`src/rtl/huc_multi_timer.sv`:
```
// ---------------------------------------------------------------------------
// huc_multi_timer
//
// NCH independent down-counting timers. Each channel has a reload register,
// a 2^DIV_W prescaler, periodic or one-shot mode, an interrupt enable and a
// pending flag. The channels share a small MMIO window.
//
// Ports:
//   clk       clock
//   reset     synchronous, active-high reset
//   clk_en    CPU clock enable; no state changes while low
//   cs_n      chip select, active-low
//   re, we    read / write strobes
//   ch_sel    channel select (out-of-range values hit nothing)
//   reg_sel   0 = reload (write) / counter (read), 1 = control, 2 = status
//   din       write data
//   dout      combinational read data, 0 when no read is active
//   irq_ack   per-channel pending clear pulses (qualified by clk_en)
//   irq_pend  per-channel pending flags
//   irq_n     registered active-low OR of (pend & ie) over all channels
// ---------------------------------------------------------------------------
module huc_multi_timer #(
   parameter int NCH   = 2,
   parameter int CNT_W = 7,
   parameter int DIV_W = 10,
   localparam int CH_W = (NCH > 1) ? $clog2(NCH) : 1
) (
   input  logic             clk,
   input  logic             reset,
   input  logic             clk_en,
   input  logic             cs_n,
   input  logic             re,
   input  logic             we,
   input  logic [CH_W-1:0]  ch_sel,
   input  logic [1:0]       reg_sel,
   input  logic [7:0]       din,
   output logic [7:0]       dout,
   input  logic [NCH-1:0]   irq_ack,
   output logic [NCH-1:0]   irq_pend,
   output logic             irq_n
);

   localparam logic [1:0] REG_CNT  = 2'd0;
   localparam logic [1:0] REG_CTRL = 2'd1;
   localparam logic [1:0] REG_STAT = 2'd2;

   // Per-channel state
   logic [NCH-1:0]             en_q, oneshot_q, ie_q, pend_q;
   logic [NCH-1:0][CNT_W-1:0]  cnt_q, reload_q;
   logic [NCH-1:0][DIV_W-1:0]  div_q;
   logic                       irq_n_q;

   logic [NCH-1:0]             en_d, oneshot_d, ie_d, pend_d;
   logic [NCH-1:0][CNT_W-1:0]  cnt_d, reload_d;
   logic [NCH-1:0][DIV_W-1:0]  div_d;
   logic                       irq_n_d;

   // Per-channel events for the current cycle
   logic [NCH-1:0]             wr_ch, restart, tick, underflow, pend_clr;

   // Write data bits above the register widths have no storage.
   logic                       unused_din;
   assign unused_din = ^din;

   always_comb begin
      // NOTE: every signal assigned here gets a default first, so no path
      // can leave one unassigned and infer a latch.
      en_d      = en_q;
      oneshot_d = oneshot_q;
      ie_d      = ie_q;
      pend_d    = pend_q;
      cnt_d     = cnt_q;
      reload_d  = reload_q;
      div_d     = div_q;
      wr_ch     = '0;
      restart   = '0;
      tick      = '0;
      underflow = '0;
      pend_clr  = '0;

      for (int i = 0; i < NCH; i++) begin
         wr_ch[i]     = clk_en & ~cs_n & we & (ch_sel == CH_W'(i));
         // Restart only on a 0->1 transition of en; re-writing en=1 is a no-op.
         restart[i]   = wr_ch[i] & (reg_sel == REG_CTRL) & din[0] & ~en_q[i];
         tick[i]      = clk_en & en_q[i] & (div_q[i] == '0);
         underflow[i] = tick[i] & (cnt_q[i] == '0);
         pend_clr[i]  = (clk_en & irq_ack[i]) |
                        (wr_ch[i] & (reg_sel == REG_STAT) & din[0]);

         // Prescaler free-runs (wrapping) while enabled.
         if (clk_en && en_q[i])
            div_d[i] = div_q[i] - DIV_W'(1);

         // The tick always sees the reload value from before this cycle.
         if (tick[i])
            cnt_d[i] = underflow[i] ? reload_q[i] : cnt_q[i] - CNT_W'(1);

         if (restart[i]) begin
            div_d[i] = '1;
            cnt_d[i] = reload_q[i];
         end

         if (wr_ch[i] && reg_sel == REG_CNT)
            reload_d[i] = din[CNT_W-1:0];

         if (wr_ch[i] && reg_sel == REG_CTRL) begin
            en_d[i]      = din[0];
            oneshot_d[i] = din[1];
            ie_d[i]      = din[2];
         end

         // A one-shot underflow stops the channel even if en is rewritten.
         if (underflow[i] && oneshot_q[i])
            en_d[i] = 1'b0;

         // Set beats clear.
         pend_d[i] = underflow[i] | (pend_q[i] & ~pend_clr[i]);
      end

      // Registered request tracks the next-state pend/ie.
      irq_n_d = ~|(pend_d & ie_d);
   end

   always_ff @(posedge clk) begin
      // NOTE: all state, including the per-channel arrays, is reset: the
      // timer must come up idle with ie set and the prescaler at all ones.
      if (reset) begin
         en_q      <= '0;
         oneshot_q <= '0;
         ie_q      <= '1;
         pend_q    <= '0;
         cnt_q     <= '0;
         reload_q  <= '0;
         div_q     <= '1;
         irq_n_q   <= 1'b1;
      end else begin
         // NOTE: non-blocking updates so every register samples the
         // pre-edge values computed above.
         en_q      <= en_d;
         oneshot_q <= oneshot_d;
         ie_q      <= ie_d;
         pend_q    <= pend_d;
         cnt_q     <= cnt_d;
         reload_q  <= reload_d;
         div_q     <= div_d;
         irq_n_q   <= irq_n_d;
      end
   end

   // Side-effect-free combinational read port.
   always_comb begin
      dout = '0;
      if (~cs_n && re && (int'(ch_sel) < NCH)) begin
         case (reg_sel)
            REG_CNT:  dout = 8'(cnt_q[ch_sel]);
            REG_CTRL: dout = {5'b0, ie_q[ch_sel], oneshot_q[ch_sel], en_q[ch_sel]};
            REG_STAT: dout = {7'b0, pend_q[ch_sel]};
            default:  dout = '0;
         endcase
      end
   end

   assign irq_pend = pend_q;
   assign irq_n    = irq_n_q;

endmodule

```
`config.mk`:
```
export PLATFORM = sky130hd
export DESIGN_NAME = huc_multi_timer
export DESIGN_NICKNAME = d
export VERILOG_FILES = /design/src/rtl/huc_multi_timer.sv
export SDC_FILE = /design/constraint.sdc
export NUM_CORES = 1
export LEC_CHECK = 0
export BUFFER_PORTS_ARGS = -buffer_cell sky130_fd_sc_hd__buf_2
export CORE_ASPECT_RATIO = 1.5
export CORE_MARGIN = 2
export CORE_UTILIZATION = 40
export DETAILED_ROUTE_END_ITERATION = 6
export HOLD_SLACK_MARGIN = 0.02
export REMOVE_ABC_BUFFERS = 1
export SLEW_MARGIN = 20
export SYNTH_ARGS = -nofsm -noshare
export SYNTH_HDL_FRONTEND = slang
export SYNTH_SLANG_ARGS = --single-unit
```
`constraint.sdc`:
```
create_clock -name clk -period 3 [get_ports clk]
set_clock_uncertainty 0.05 [all_clocks]
set_input_delay 0.3 -clock clk [delete_from_list [all_inputs] [get_ports clk]]
set_output_delay 0.3 -clock clk [all_outputs]
set_load 0.05 [all_outputs]
```
==> results.md, run 1 <==
* Synth Area in Compound Gates at 11.2%
* Ys flop type: dfxtp_1
* Status: finished, final reports clean
* Synth area leader: dfxtp_1
* Max-cap violations at 0
* FF+latch count, synth at 57
* Period utilization at ~85%
* Routed Antenna Nets at 0
* Min-Delay Path Depth at 3
* Largest net degree at the start of global routing at 22
* Cts bufs inserted at 9
* Critical Path RT at roughly 3.2 ns
* WHS at 0.159 ns
* Worst Setup Start Kind: flop
* Reg clk slew, reported paths at around 0.070 ns
* Setup CP Type: reg2reg
* CTS max path bufs at 2
* Number of detailed-route iterations in the first pass at 4
* RSZ-0062 raised after global routing: false
* Core area at 0.00713 mm2
* RR Startpoint: div_q[0]$_SDFFE_PP1P_
* Setup crit end kind: flop
* Post-Synthesis Cells at 330
* # clock sinks at 57
* Residual DRC at 0
* Main combinational cell family by area after synthesis: simple AND/OR/NAND/NOR gates
* GPL Wtd Cong at roughly 0.84
* Final setup fails at 0
* Leak Pwr at between 1 and 1.5 nW
* Sequential fraction of the synthesis area at around two fifths
* Synth top area share at 39.5%
* Die area at about 0.0079 mm2
* Die H at about 110 um
* Mux share of post-synthesis cell area at 12.1%
* GRT overflow at 0
* Post-DP HPWL at around 5.1 mm
* Main area contributors after synthesis: dfxtp_1 39%, mux2i_1 9.4%, nor2_1 5.3%
* Dpl cells at between 400 and 500
* Fmax at about 400 MHz
* Final Hold Violating Endpoints at 0
* Worst R2R Setup Slack at ~0.45 ns
* Area grow syn2layout at 14.4%
* CTS root buffer: clkbuf_8
* Hold Crit Endpoint: reload_q[4]$_SDFFE_PP0P_
* Worst vdd ir at about 0.00024 V
* Unique masters post-synth at between 50 and 60
* CP arrival at 2.74 ns
* Antenna violations before repair at 0
* Post-Layout Cell Count at 443
* Top post-synthesis cells by count: 57 x dfxtp_1, 41 x nor2_1, 31 x nand2_1, 27 x mux2i_1, 15 x nand3_1
* Worst-Skew Late Latency at 0.34 ns
* Reg2reg path depth at 7
* Die span in x at 73.4 um
* Port-buffer cells at 27
* Initial core utilization at around 41%
* CP startpoint: div_q[0]$_SDFFE_PP1P_
* Syn Area/Cell at between 8 and 9 um2
* Post-Synth Simple-Gate Area at 27.4%
* CTS tree: yes
* Routed wire length at slightly below 7 mm
* Core Rows at 38
* Share of layout cells above drive strength 1 at ~17%
* Post-Synth Adder-Cell Area at 2.60%
* Finished Core Util at 46.4%
* Antenna diodes at 0
* Post-layout nets at about 380
* PostCTS Resize Cnt at 0
* Worst-path maximum fanout at 6
* Drt initial violations at around 120
* Max-slew headroom at 38.0%
* Total track usage at a little under a fifth
* Syn. warnings at 0
* Ports at 30
* Top-count cell post-synth: dfxtp_1
* Worst Hold Class: in2reg
* RR Endpoint: cnt_q[3]$_SDFFE_PP0P_
* Tmin final at around 2.5 ns
* Wirelength per Cell at around 16 um
* Xor/xnor share of the synthesized area at under 10%
* Synthesized area at around 0.0029 mm2
* Hold_buf cts at 0
* # Post-CTS Setup Buffers at 0
* First-pass GRT wire length at 11.5 mm
* Setup TNS at 0 ns
* Vias per inst at approximately 5.6
* Power Dens Cells at 472 mW/mm2
* H-tree levels at 3
* Number of flops mapped to enable cells by yosys at 0
* Vias in the first global route at 2,431
* Slew Limit Fails at 0
* Routed via count at 2,480
* Worst slew pin tran at a little over 0.9 ns
* Hold Path Origin: din[4]
* Fraction of registers with async set/reset at 0%
## cell type report
type	count	area, um2
Tap cell	80	100
Sequential cell	57	1140
Clock buffer	12	155
Timing Repair Buffer	34	188
Multi-Input combinational cell	248	1650
Fill cell	703	3820
Clock inverter	3	40.0
Inverter	9	33.8
## cell usage in the layout (no fill, tap or decap), drive strengths merged, types with 3 or more instances in the layout
master,Yosys,routed
nand3b,4,4
buf,5,34
clkbuf,11,12
mux2i,27,27
nand2,31,31
nor4,10,10
o311a,3,3
ha,6,6
o21ai,10,10
or3,8,8
xnor2,9,9
nor2,41,41
xor2,3,3
o31ai,3,3
and3,6,6
mux2,3,3
inv,9,9
nand3,15,15
a21oi,11,11
o211ai,3,3
nor3,9,9
nand2b,5,5
dfxtp,57,57
nor3b,3,3
a311oi,3,3
or4,7,7
## per-layer routing
metal  vias to the layer above  part of all wire, %  global-route usage (%)
met4                         0                  2.1                    10.8
met5                         -                    0                       0
li1                       1251                    -                       -
met1                      1173                   41                    21.2
met2                        45                   54                    33.5
met3                        11                  3.3                    4.01
## cells by family (layout without fill, tap and decap cells)
kind of cell	Yosys count	after routing
adders and majority gates	6	6
muxes	32	32
and+or+nand+nor	150	150
xor gates and xnor gates	12	12
DFF	57	57
buffers and inverters	25	58
other	1	1
AOI/OAI and AO/OA	47	47
## worst max path at each step
stage / endpoint / slack [ns] / cells past startpoint
2_1_floorplan: dout[0] / 0.57 / 4
3_3_place_gp: cnt_q[3]$_SDFFE_PP0P_ / 0.53 / 7
3_5_place_dp: cnt_q[3]$_SDFFE_PP0P_ / 0.45 / 7
4_1_cts: cnt_q[3]$_SDFFE_PP0P_ / 0.45 / 7
5_1_grt: cnt_q[3]$_SDFFE_PP0P_ / 0.37 / 7
6_report: cnt_q[3]$_SDFFE_PP0P_ / 0.45 / 7
## flip-flops by register name, indices dropped and copies added (netlist names)
signal     flops
cnt_q         14
div_q         20
en_q           2
ie_q           2
irq_n          1
irq_pend       2
oneshot_q      2
reload_q      14
## critical path, stage by stage (launching register included)
cell and delay [ns]:
dfxtp_1 0.32, inv_1 0.13, ha_1 0.17, or4b_1 0.50
or4_4 0.48, nor4_1 0.25, mux2_2 0.37, a22o_1 0.18
## per-stage QoR
stage	power, mW	instance area, um2	setup WS (ns)
after floorplan	0.809	2820	0.575
after global placement	0.852	3110	0.525
after detailed placement	0.853	3110	0.448
after CTS	1.58	3310	0.446
after global routing	1.62	3310	0.368
final	1.56	3310	0.454
## power breakdown
part	internal, mW	leakage [nW]	total [mW]	switching [mW]
Combinational	0.0252	0.868	0.0747	0.0495
Sequential	0.759	0.460	0.762	0.00230
Clock	0.422	0.102	0.724	0.302
(Power assumes the default switching activity.)
==> run 2, diff against run 1 <==
==> constraint.sdc (replaced) <==
create_clock -name clk -period 2.5 [get_ports clk]
set_clock_uncertainty 0.05 [all_clocks]
set_input_delay 0.25 -clock clk [delete_from_list [all_inputs] [get_ports clk]]
set_output_delay 0.25 -clock clk [all_outputs]
set_load 0.05 [all_outputs]
==> results.md, run 2 (synthesized netlist as in run 1, its figures left out) <==
* Status: finished, final reports clean
* Final Hold Violating Endpoints at 0
* Total track usage at 19.2%
* Final setup fails at 0
* Dpl cells at 436
* Residual DRC at 0
* FILL cells at approximately 690
* Most frequent cells in the layout: 57 x dfxtp_1, 41 x nor2_1, 31 x nand2_1
* Slew Limit Fails at 0
* Initial core utilization at 40.5%
* Sequential Power Share at a little under half
* Power, Total at approximately 1.9 mW
* Routed via count at 2,522
* Number of detailed-route iterations in the first pass at 4
* Net switching power at around 0.42 mW
* Vias per inst at 5.58
* H-tree levels at 3
* # clock sinks at 57
* Vias in the first global route at 2,493
* Post-Layout Inst Area at between 0.003 and 0.004 mm2
* CP startpoint: div_q[1]$_SDFFE_PP1P_
* CTS max path bufs at 2
* Hold Path Origin: din[4]
* Fmax at between 400 and 500 MHz
* Die span in x at about 73 um
* Antenna diodes at 0
* Area post-placement at between 0.003 and 0.004 mm2
* Area grow syn2layout at 17.1%
* Largest net degree at the start of global routing at 27
* WHS at around 0.12 ns
* Worst slew pin tran at approximately 0.76 ns
* GRT overflow at 0
* Worst Setup Start Kind: flop
* Max reg flops at 20
* Clock network power share at between 40 and 50%
* Net Sw Frac at ~22%
* Leak Pwr at ~1.5 nW
* Drt initial violations at 102
* Biggest regs: div_q x20, cnt_q x14, reload_q x14
* Final worst slack at ~0.14 ns
* Worst Hold Class: in2reg
* Post-Layout Cell Count at ~450
* Power Dens Cells at ~560 mW/mm2
* CTS root buffer: clkbuf_8
* Port-buffer cells at 27
* Tmin final at 2.36 ns
* Period utilization at a little over nine tenths
* First-pass GRT wire length at approximately 12 mm
* RR Startpoint: div_q[1]$_SDFFE_PP1P_
* Post-DP HPWL at roughly 5.3 mm
* Post-Place Setup Slack at 0.0498 ns
* Worst-path maximum fanout at 6
* Setup CP Type: reg2reg
* Core Rows at 38
* CP arrival at 2.52 ns
* Comb pwr share at ~4.7%
* Top reg by flops: div_q
* Worst-Skew Late Latency at 0.33 ns
* P_int at about 1.5 mW
* GPL Wtd Cong at approximately 0.82
* Routed Antenna Nets at 0
* Die area at 0.00794 mm2
* Core area at 0.00713 mm2
* CTS tree: yes
* Setup TNS at 0 ns
* Post-layout nets at around 390
* Max-cap violations at 0
* Max-slew headroom at 49.4%
* Routed wire length at roughly 7 mm
* Cts bufs inserted at 9
* Ports at 30
* Worst vdd ir at ~0.00037 V
* Finished Core Util at between 40% and 50%
* Share of layout cells above drive strength 1 at a little under a fifth
* RSZ-0062 raised after global routing: false
* Critical Path RT at approximately 2.7 ns
* Reg clk slew, reported paths at approximately 0.060 ns
* Setup crit end kind: flop
* Commonest non-fill, non-tap cell in the layout: dfxtp_1
* Die H at roughly 110 um
* Antenna violations before repair at 0
* Wirelength per Cell at between 15 and 20 um
* Hold_buf cts at 0
## run 2: cell types whose count changed in the layout (fill, tap and decap cells not counted), sizes merged
cell and delta:
buf +8, clkbuf +2, clkinv -1
## run 2: worst paths after layout
kind              slack, ns  cells past startpoint                        end
setup / recovery       0.14                      7      cnt_q[3]$_SDFFE_PP0P_
hold / removal         0.12                      3  reload_q[11]$_SDFFE_PP0P_
setup reg to reg       0.14                      7      cnt_q[3]$_SDFFE_PP0P_
hold reg to reg        0.40                      1     cnt_q[13]$_SDFFE_PP0P_
## run 2: per-layer routing
| layer | GRT usage, % | part of all wire, % | vias up |
|---|---|---|---|
| li1 | - | - | 1276 |
| met1 | 21.3 | 42 | 1209 |
| met2 | 33.8 | 54 | 26 |
| met3 | 4.66 | 2.3 | 11 |
| met4 | 8.44 | 1.8 | 0 |
| met5 | 0 | 0 | - |
## run 2: power by group through the flow
stage                     clock network, mW  logic [mW]  registers (mW)
after floorplan                           0      0.0376           0.933
after global routing                  0.964      0.0983           0.913
final                                 0.904      0.0901           0.914
after detailed placement                  0      0.0905           0.934
after CTS                             0.922      0.0905           0.913
after global placement                    0      0.0889           0.934
## run 2: critical path: stages (launching register included)
cell	delay [ns]
dfxtp_1	0.32
inv_1	0.09
ha_1	0.14
or4b_1	0.46
or4_4	0.48
nor4_2	0.17
mux2_2	0.36
a22o_1	0.17
## run 2: timing repair
action	CTS	global route
gates resized for setup	0	2
setup buffers	0	0
setup endpoints to repair	0	1
hold endpoints to repair	0	0
## run 2: cell type report
class | instances | area, um2 | share of cell area, %
inverters | 9 | 33.8 | 0.998
multi-input cells | 248 | 1660 | 48.9
flip-flops and latches | 57 | 1140 | 33.7
repair buffers | 42 | 248 | 7.32
well taps | 80 | 100 | 2.96
clock inverters | 2 | 35.0 | 1.03
clock buffers | 14 | 173 | 5.10
==> run 3, diff against run 2 <==
--- a/config.mk
+++ b/config.mk
@@ -6,13 +6,12 @@
 export NUM_CORES = 1
 export LEC_CHECK = 0
 export BUFFER_PORTS_ARGS = -buffer_cell sky130_fd_sc_hd__buf_2
-export CORE_ASPECT_RATIO = 1.5
+export CORE_ASPECT_RATIO = 0.8
 export CORE_MARGIN = 2
 export CORE_UTILIZATION = 40
 export DETAILED_ROUTE_END_ITERATION = 6
 export HOLD_SLACK_MARGIN = 0.02
 export REMOVE_ABC_BUFFERS = 1
-export SLEW_MARGIN = 20
 export SYNTH_ARGS = -nofsm -noshare
 export SYNTH_HDL_FRONTEND = slang
 export SYNTH_SLANG_ARGS = --single-unit
==> results.md, run 3 (synthesized netlist as in run 1, its figures left out) <==
* Hold_buf cts at 0
* Max-cap violations at 0
* Vias per inst at 5.44
* Sequential Power Share at approximately 52%
* Leak Pwr at between 1 and 1.5 nW
* H-tree levels at 3
* Antenna diodes at 0
* Setup TNS at 0 ns
* GPL Wtd Cong at about 0.81
* Die span in x at between 90 and 100 um
* Routed via count at approximately 2,500
* Fmax at approximately 420 MHz
* Core area at just under 0.007 mm2
* Max reg flops at 20
* Commonest non-fill, non-tap cell in the layout: dfxtp_1
* First-pass GRT wire length at ~11 mm
* Max-slew headroom at approximately a third
* Largest net degree at the start of global routing at 23
* Final Hold Violating Endpoints at 0
* PostCTS Resize Cnt at 0
* Setup CP Type: reg2reg
* Status: finished, final reports clean
* Most frequent cells in the layout: 57 x dfxtp_1, 41 x nor2_1, 31 x nand2_1
* Routed Antenna Nets at 0
* Net switching power at a little over 0.4 mW
* CTS max path bufs at 2
* RSZ-0062 raised after global routing: false
* Comb pwr share at under 10%
* CTS tree: yes
* Reg clk slew, reported paths at about 0.060 ns
* Biggest regs: div_q x20, cnt_q x14, reload_q x14
* # clock sinks at 57
* Antenna violations before repair at 0
* Worst vdd ir at around 0.00030 V
* CP arrival at around 2.5 ns
* # Post-CTS Setup Buffers at 0
* Period utilization at a little over nine tenths
* Post-layout nets at approximately 390
* Top reg by flops: div_q
* Final setup fails at 0
* GRT overflow at 0
* Die area at just under 0.008 mm2
* Initial core utilization at 41.7%
* Worst-Skew Late Latency at 0.33 ns
* Residual DRC at 0
* CTS root buffer: clkbuf_8
* P_int at approximately 1.3 mW
* Wirelength per Cell at 14.8 um
* Setup crit end kind: flop
* Worst slew pin tran at between 0.9 and 1 ns
* Power Dens Cells at about 530 mW/mm2
* Cts bufs inserted at 9
* Routed wire length at a little under 7 mm
* Port-buffer cells at 27
* Tmin final at about 2.4 ns
* Ports at 30
* Finished Core Util at ~48%
* Net Sw Frac at a little under a quarter
* Worst-path maximum fanout at 6
* Total track usage at 18.3%
* Vias in the first global route at between 2,000 and 2,500
* Drt initial violations at approximately 120
* Core Rows at 27
* Slew Limit Fails at 0
* Number of detailed-route iterations in the first pass at 4
* Worst Hold Class: in2reg
* Critical Path RT at ~2.7 ns
* Die H at ~80 um
* Share of layout cells above drive strength 1 at between 15 and 20%
* Post-DP HPWL at between 4 and 5 mm
* Worst Setup Start Kind: flop
* Power, Total at roughly 1.8 mW
* Area grow syn2layout at 15.3%
* Clock network power share at a little over two fifths
==> run 3: cell types whose count changed in the layout (fill, tap and decap cells not counted) <==
cell	previous run	this run
buf_4	15	10
bufinv_16	1	0
clkbuf_8	12	11
clkinv_2	1	3
inv_1	8	9
inv_2	1	0
nor4_2	1	0
nor4_4	1	2
==> run 3: metal layers <==
metal	routed length [um]	GRT usage (%)
met4	53	5.75
met1	3510	27.2
met3	387	5.60
met5	0	0
met2	2790	25.1
==> run 3: path summary, 6_finish.rpt <==
kind | end | cells after the start | from | slack (ns)
hold / removal | reload_q[13]$_SDFFE_PP0P_ | 3 | din[6] | 0.13
setup / recovery | cnt_q[3]$_SDFFE_PP0P_ | 7 | div_q[0]$_SDFFE_PP1P_ | 0.14
hold reg to reg | cnt_q[0]$_SDFFE_PP0P_ | 2 | reload_q[0]$_SDFFE_PP0P_ | 0.41
setup reg to reg | cnt_q[3]$_SDFFE_PP0P_ | 7 | div_q[0]$_SDFFE_PP1P_ | 0.14
==> run 3: critical path, cell delays in order, from the launching register on <==
cell	delay (ns)
dfxtp_1	0.31
inv_1	0.12
ha_1	0.16
or4b_1	0.45
or4_4	0.49
nor4_4	0.15
mux2_2	0.36
a22o_1	0.17
==> run 3: final cells by class <==
cell class / instances / area [um2]
fillers: 676 / 3590
multi-input cells: 248 / 1660
flip-flops and latches: 57 / 1140
repair buffers: 37 / 210
clock buffers: 13 / 159
well taps: 87 / 109
inverters: 9 / 33.8
clock inverters: 3 / 15.0
==> run 3: through the flow <==
| step | cell area [um2] | hold slack (ns) | std cells | worst slack [ns] |
|---|---|---|---|---|
| finish | 3330 | 0.127 | 454 | 0.143 |
| detailed placement | 3140 | 0.413 | 438 | 0.0670 |
| global placement | 3140 | 0.408 | 438 | 0.115 |
| CTS | 3320 | 0.104 | 454 | 0.0570 |
| global route | 3330 | 0.117 | 454 | 0.0295 |
| floorplan | 2820 | 0.269 | 314 | 0.125 |
==> run 3: power by group through the flow <==
stage | Combinational (mW) | Sequential [mW] | Clock, mW
4_1_cts | 0.0878 | 0.914 | 0.792
5_1_grt | 0.0954 | 0.914 | 0.837
6_report | 0.0873 | 0.914 | 0.764
3_3_place_gp | 0.0866 | 0.934 | 0
3_5_place_dp | 0.0874 | 0.934 | 0
2_1_floorplan | 0.0376 | 0.933 | 0
